--- src/rtl/lpm_result_merge.sv ---
// Buffers the packet stream and merges one LPM result per packet into the header TUSER destination field.
// Optional `LPM_TTL_DEC_EN: TTL decrement and checksum bump on valid hits, adds ttl_expired_count.
module lpm_result_merge #(
  parameter int C_AXIS_DATA_WIDTH  = 256,
  parameter int C_AXIS_TUSER_WIDTH = 128,
  parameter int NUM_PORTS          = 4,
  parameter int SRC_PORT_POS       = 16,
  parameter int DST_PORT_POS       = 24,
  parameter int FIFO_DEPTH_BITS    = 3,
  parameter int CNT_WIDTH          = 32
) (
  input  logic                            AXI_ACLK,
  input  logic                            reset,
  input  logic [C_AXIS_DATA_WIDTH-1:0]    S_AXIS_TDATA,
  input  logic [C_AXIS_DATA_WIDTH/8-1:0]  S_AXIS_TSTRB,
  input  logic [C_AXIS_TUSER_WIDTH-1:0]   S_AXIS_TUSER,
  input  logic                            S_AXIS_TVALID,
  input  logic                            S_AXIS_TLAST,
  output logic                            S_AXIS_TREADY,
  output logic [C_AXIS_DATA_WIDTH-1:0]    M_AXIS_TDATA,
  output logic [C_AXIS_DATA_WIDTH/8-1:0]  M_AXIS_TSTRB,
  output logic [C_AXIS_TUSER_WIDTH-1:0]   M_AXIS_TUSER,
  output logic                            M_AXIS_TVALID,
  output logic                            M_AXIS_TLAST,
  input  logic                            M_AXIS_TREADY,
  input  logic                            res_valid,
  output logic                            res_ready,
  input  logic                            res_hit,
  input  logic [7:0]                      res_oq,
  input  logic [31:0]                     res_nh,
  input  logic                            clear_counters,
  output logic                            arp_lookup,
  output logic [31:0]                     nh_reg,
  output logic [7:0]                      oq_reg,
  output logic [CNT_WIDTH-1:0]            lpm_miss_count,
  output logic [CNT_WIDTH-1:0]            pkt_count
`ifdef LPM_TTL_DEC_EN
  ,
  output logic [CNT_WIDTH-1:0]            ttl_expired_count
`endif
);

  localparam int DEPTH  = 1 << FIFO_DEPTH_BITS;
  localparam int STRB_W = C_AXIS_DATA_WIDTH / 8;
  localparam int DST_W  = 2 * NUM_PORTS;
  localparam logic [FIFO_DEPTH_BITS:0]   NF_LEVEL   = (FIFO_DEPTH_BITS + 1)'(DEPTH - 1);
  localparam logic [FIFO_DEPTH_BITS:0]   LVL_ONE    = (FIFO_DEPTH_BITS + 1)'(1);
  localparam logic [FIFO_DEPTH_BITS-1:0] PTR_ONE    = FIFO_DEPTH_BITS'(1);
  localparam logic [7:0]                 PORT_LIMIT = 8'(NUM_PORTS);
  localparam logic [CNT_WIDTH-1:0]       CNT_ONE    = CNT_WIDTH'(1);

  typedef struct packed {
    logic [C_AXIS_DATA_WIDTH-1:0]  tdata;
    logic [STRB_W-1:0]             tstrb;
    logic [C_AXIS_TUSER_WIDTH-1:0] tuser;
    logic                          tlast;
  } beat_t;

  typedef enum logic {HDR, BODY} state_t;

  state_t                   state;
  beat_t                    mem [DEPTH];
  beat_t                    wr_beat, head, out_beat;
  logic [FIFO_DEPTH_BITS-1:0] wr_ptr, rd_ptr;
  logic [FIFO_DEPTH_BITS:0]   level;
  logic                     empty, nearly_full, fifo_wr, fifo_rd, hdr_fire;
  logic                     bypass, valid_hit, ttl_ok, take_hit, cpu_found;
  logic [DST_W-1:0]         dst_hit, dst_cpu;

  assign empty         = (level == '0);
  assign nearly_full   = (level >= NF_LEVEL);
  assign S_AXIS_TREADY = !nearly_full;
  assign fifo_wr       = S_AXIS_TVALID && S_AXIS_TREADY;
  assign wr_beat       = {S_AXIS_TDATA, S_AXIS_TSTRB, S_AXIS_TUSER, S_AXIS_TLAST};
  assign head          = mem[rd_ptr];

  // A header may only leave together with its LPM result; body beats need only the FIFO.
  assign M_AXIS_TVALID = !empty && ((state == BODY) || res_valid);
  assign fifo_rd       = M_AXIS_TVALID && M_AXIS_TREADY;
  assign hdr_fire      = (state == HDR) && fifo_rd;
  assign res_ready     = hdr_fire;

  // NOTE: storage is never reset; the pointers and fill level alone decide which entries are live.
  always_ff @(posedge AXI_ACLK) begin
    if (fifo_wr) mem[wr_ptr] <= wr_beat;
  end

  // NOTE: non-blocking assignments make every register here see pre-edge values regardless of statement order.
  always_ff @(posedge AXI_ACLK) begin
    if (reset) begin
      wr_ptr <= '0;
      rd_ptr <= '0;
      level  <= '0;
    end else begin
      if (fifo_wr) wr_ptr <= wr_ptr + PTR_ONE;
      if (fifo_rd) rd_ptr <= rd_ptr + PTR_ONE;
      if (fifo_wr && !fifo_rd)      level <= level + LVL_ONE;
      else if (!fifo_wr && fifo_rd) level <= level - LVL_ONE;
    end
  end

  assign valid_hit = res_hit && (res_oq < PORT_LIMIT);
`ifdef LPM_TTL_DEC_EN
  assign ttl_ok = (head.tdata[79:72] > 8'd1);
`else
  assign ttl_ok = 1'b1;
`endif
  assign take_hit = valid_hit && ttl_ok;

  // NOTE: every variable gets a default before any conditional update, so no latch can be inferred.
  always_comb begin
    bypass    = 1'b0;
    dst_hit   = '0;
    dst_cpu   = '0;
    cpu_found = 1'b0;
    for (int k = 0; k < NUM_PORTS; k++) begin
      if (head.tuser[DST_PORT_POS + 2*k + 1]) bypass = 1'b1;
      if (res_oq == 8'(k)) dst_hit[2*k] = 1'b1;
      // Only the lowest set source bit selects the CPU twin.
      if (!cpu_found && head.tuser[SRC_PORT_POS + k]) begin
        dst_cpu[2*k + 1] = 1'b1;
        cpu_found        = 1'b1;
      end
    end

    out_beat = head;
    if (state == HDR && !bypass) begin
      out_beat.tuser[DST_PORT_POS +: DST_W] = take_hit ? dst_hit : dst_cpu;
`ifdef LPM_TTL_DEC_EN
      if (take_hit) begin
        out_beat.tdata[79:72] = head.tdata[79:72] - 8'd1;
        out_beat.tdata[63:48] = head.tdata[63:48] + 16'd1;
      end
`endif
    end
  end

  assign M_AXIS_TDATA = out_beat.tdata;
  assign M_AXIS_TSTRB = out_beat.tstrb;
  assign M_AXIS_TUSER = out_beat.tuser;
  assign M_AXIS_TLAST = out_beat.tlast;

  always_ff @(posedge AXI_ACLK) begin
    if (reset) begin
      state          <= HDR;
      arp_lookup     <= 1'b0;
      nh_reg         <= '0;
      oq_reg         <= '0;
      lpm_miss_count <= '0;
      pkt_count      <= '0;
`ifdef LPM_TTL_DEC_EN
      ttl_expired_count <= '0;
`endif
    end else begin
      case (state)
        HDR:     if (hdr_fire && !head.tlast) state <= BODY;
        BODY:    if (fifo_rd && head.tlast)   state <= HDR;
        default: state <= HDR;
      endcase

      if (hdr_fire && !bypass) begin
        if (take_hit) begin
          nh_reg     <= res_nh;
          oq_reg     <= res_oq;
          arp_lookup <= 1'b1;
        end else begin
          arp_lookup <= 1'b0;
        end
      end

      // Clearing takes priority over an increment in the same cycle.
      if (clear_counters) begin
        lpm_miss_count <= '0;
        pkt_count      <= '0;
`ifdef LPM_TTL_DEC_EN
        ttl_expired_count <= '0;
`endif
      end else begin
        if (hdr_fire) pkt_count <= pkt_count + CNT_ONE;
        if (hdr_fire && !bypass && !valid_hit) lpm_miss_count <= lpm_miss_count + CNT_ONE;
`ifdef LPM_TTL_DEC_EN
        if (hdr_fire && !bypass && valid_hit && !ttl_ok) ttl_expired_count <= ttl_expired_count + CNT_ONE;
`endif
      end
    end
  end

endmodule

--- config.mk ---
export PLATFORM = sky130hd
export DESIGN_NAME = lpm_result_merge
export DESIGN_NICKNAME = d
export VERILOG_FILES = /design/src/rtl/lpm_result_merge.sv
export SDC_FILE = /design/constraint.sdc
export NUM_CORES = 2
export LEC_CHECK = 0
export ABC_AREA = 1
export BUFFER_PORTS_ARGS = -buffer_cell sky130_fd_sc_hd__buf_2
export CAP_MARGIN = 20
export CORE_UTILIZATION = 55
export CTS_CLUSTER_DIAMETER = 100
export DETAILED_ROUTE_END_ITERATION = 8
export PLACE_DENSITY = 0.74
export SYNTH_ARGS = -nofsm -noshare
export SYNTH_HDL_FRONTEND = slang
export SYNTH_SLANG_ARGS = --single-unit
--- constraint.sdc ---
create_clock -name AXI_ACLK -period 30 [get_ports AXI_ACLK]
set_input_delay 4.5 -clock AXI_ACLK [delete_from_list [all_inputs] [get_ports AXI_ACLK]]
set_output_delay 4.5 -clock AXI_ACLK [all_outputs]
set_load 0.02 [all_outputs]
==> reports/metrics.yaml <==
cp-start-kind: "flip-flop"
dr.pass1.iters: 8
r2r_start: "level[1]"
nets: 11600
rr_endpoint: "mem[2][279]"
cts_tree: "done"
place_worst_setup_slack_ns: 18.48
area_growth_syn_to_layout_pct: 14.0
syn_nets: 10900
use_met2_pct: 43.8
wl_per_cell_um: 23.4
slew_headroom_pct: 9.26
synthCells: 10400
largest_reg_flops: 3336
clkLatencyLatePin_ns: 0.95
crit_required_ns: 25.50
drv_slew: 0
clock_power_share_pct: 33.8
grtUsageMet3_pct: 7.59
min_path_cells: 2
rows: 180
top_usage_layer: "met2"
crit_type: "flip-flop to primary output"
dp_hpwl_um: 189000
first_global_vias: 84000
postCtsSetupRepairBufs: 0
finalHoldViolCount: 0
clock_skew_ns: 0.0772
numCtsBuffers: 356
synth-edff-count: 3336
worst-r2r-cell-count: 12
path_cells: "buf_4 > buf_4 > buf_4 > buf_4 > buf_4 > buf_4 > o21ai_0 > o22ai_1 > nor2_1 > a31oi_1 > buf_2"
synth_area_um2: 134000
place_inst: 14000
first_iter_violations: 9649
finalSetupViolCount: 0
fmax_mhz: 79.6
end_kind: "primary output"
clock-sinks: 3455
rrSetupSlack_ns: 24.00
cts_buffer_depth: 4
irDropWorstVdd_mv: 0.0632
dr_total_vias: 87700
drc: 0
ant_nets: 0
switching_share_pct: 30.1
grt-ovfl-total: 0
via_per_inst: 5.96
p_sw_mw: 3.76
crit_slowest_cell: "buf_4"
cp_max_fo: 106
grt_max_degree: 256
finalCritPeriodShare_pct: 41.9
comb_power_share_pct: 20.8
grt_pass1_wl_um: 505000
synth.ff_latch_count: 3455
grt_usage_pct: 27.1
hold_buffers: 0
synth.distinct_cells: 37
antenna_found_initial: 173
final.setup.tns_ns: 0
routabilityCongestion: 0.886
clockRootBuffer: "clkbuf_16"
async_flop_share_pct: 0
post_cts_resized: 0
cts_max_level: 5
fill_cells: 17200
synthFlopType: "edfxtp_1"
critPathCapture: "M_AXIS_TDATA[16]"
drive_gt1_share_pct: 14.1
dieHeight_um: 495
crit_top_cell: "buf_4"
routed_wirelength_um: 344000
regMostFlops: "mem"
critPathArrivalTime_ns: 8.07
rsz0062_at_grt: "no"
start_util_pct: 55.5
design_area_um2: 152000
placed_area_um2: 141000
worst_pin_slew_ns: 1.36
fin_crit_ns: 12.57
yosysSeqAreaShare_pct: 76.7
slowest_delay_ns: 0.93
sequentialPowerShare_pct: 45.4
hp-class: "flip-flop to flip-flop"
outcome: "completed"
io_buffer_count: 988
clk_pin_slew_ns: 0.06
die_x_um: 495
ys_warn_count: 0
fin_ws_ns: 17.43
ioPinCount: 989
core_um2: 241000
p_leak_nw: 51.7
internal_power_mw: 8.71
die-area_um2: 245000
powerDensity_nw_per_um2: 81.9
syn_avg_cell_area_um2: 12.9
met1_usage_pct: 33.5
maxCapViolCount: 0
stdcell_count: 14700
==> cells in the final DEF, fill, tap and decap left out, types with 5 or more instances in the layout <==
master and count:
edfxtp_1 3336, nor2_1 3000, o21ai_0 1663, buf_2 988, o22ai_1 411, a31oi_1 405
clkbuf_16 358, nand2_1 308, inv_1 118, dfxtp_1 117, buf_4 113, diode_2 95
a21oi_1 83, nand4_1 81, clkinv_1 76, clkbuf_1 76, nand3_1 71, clkinv_2 59
bufinv_16 31, nor3_1 18, xor2_1 16, buf_12 14, nor2_4 11, nand3b_1 7
xnor2_1 7, ha_1 7, inv_6 7, o21ai_1 5, clkinvlp_4 5, clkinv_4 5
==> layer usage <==
layer	share of wire [%]	vias to the layer above
met5	0.19	-
li1	-	39500
met1	37	42900
met4	5.0	108
met3	9.9	921
met2	48	4255
==> how the worst min path moves through the flow <==
stage                     startpoint         to  slack, ns
final                      oq_reg[4]  oq_reg[4]       0.45
after global routing       oq_reg[4]  oq_reg[4]       0.46
after CTS                  oq_reg[4]  oq_reg[4]       0.45
after detailed placement   oq_reg[4]  oq_reg[4]       0.44
after global placement     oq_reg[4]  oq_reg[4]       0.43
after floorplan            rd_ptr[2]  flip-flop       0.41
==> worst max-delay path, delay by kind of cell, from the launching register on <==
kind | cells | cell delay [ns]
AOI/OAI and AO/OA | 3 | 0.78
buffers and inverters | 7 | 5.20
DFF | 1 | 0.80
and+or+nand+nor | 1 | 0.06
==> synth_stat cells (4+ instances only) <==
library cell  instances  area [um^2]
xnor2_1               7         61.3
o21ai_1               5         25.0
o211ai_1              4         30.0
xor2_1               16          140
o22ai_1             411         2570
nand2_1             308         1160
nor2_1             3009        11300
edfxtp_1           3336       100000
inv_1               119          447
a31oi_1             405         2530
ha_1                  7         87.6
dfxtp_1             119         2380
a21oi_1              83          415
buf_4                11         82.6
nand4_1              81          507
nand3_1              71          355
buf_1                47          176
nor3_1               18         90.1
o21ai_0            1663         8320
nand3b_1              7         52.6
buf_2               158          791
clkbuf_1            473         1780
==> final cells by class <==
| class | instances | area (um^2) | share of cell area, % |
|---|---|---|---|
| Clock buffer | 435 | 9260 | 6.08 |
| Clock inverter | 187 | 1760 | 1.16 |
| Antenna cell | 95 | 238 | 0.156 |
| Sequential cell | 3455 | 103000 | 67.3 |
| Timing Repair Buffer | 1118 | 6160 | 4.04 |
| Multi-Input combinational cell | 6116 | 27900 | 18.3 |
| Tap cell | 3185 | 3990 | 2.62 |
| Inverter | 123 | 484 | 0.318 |
==> stage by stage <==
| stage | utilization (%) | hold slack [ns] | power [mW] |
|---|---|---|---|
| after floorplan | - | 0.414 | 7.56 |
| after global placement | 58.5 | 0.428 | 8.23 |
| after detailed placement | 58.5 | 0.440 | 8.31 |
| after CTS | 63.1 | 0.450 | 12.5 |
| after global routing | 63.2 | 0.462 | 12.9 |
| final | 63.2 | 0.451 | 12.5 |
==> power by group through the flow <==
stage                     combinational (mW)  sequential [mW]  clock, mW
after floorplan                         1.62             5.94          0
after global placement                  2.48             5.75          0
after detailed placement                2.55             5.76          0
after CTS                               2.57             5.66       4.25
after global routing                    2.79             5.68       4.44
final                                   2.59             5.66       4.22
==> logic make-up (layout without fill, tap and decap cells) <==
kind of cell | after synthesis | after routing | share of synthesized area, %
AND/OR/NAND/NOR | 3502 | 3502 | 10.1
flip-flops | 3455 | 3455 | 76.7
AO/OA/AOI/OAI | 2581 | 2581 | 10.5
buffers and inverters | 812 | 1863 | 2.46
XOR/XNOR | 23 | 23 | 0.151
adder cells (fa/ha/maj) | 8 | 8 | 0.0805
multiplexers | 2 | 2 | 0.0150
other | 0 | 95 | 0
(Power assumes the default switching activity.)
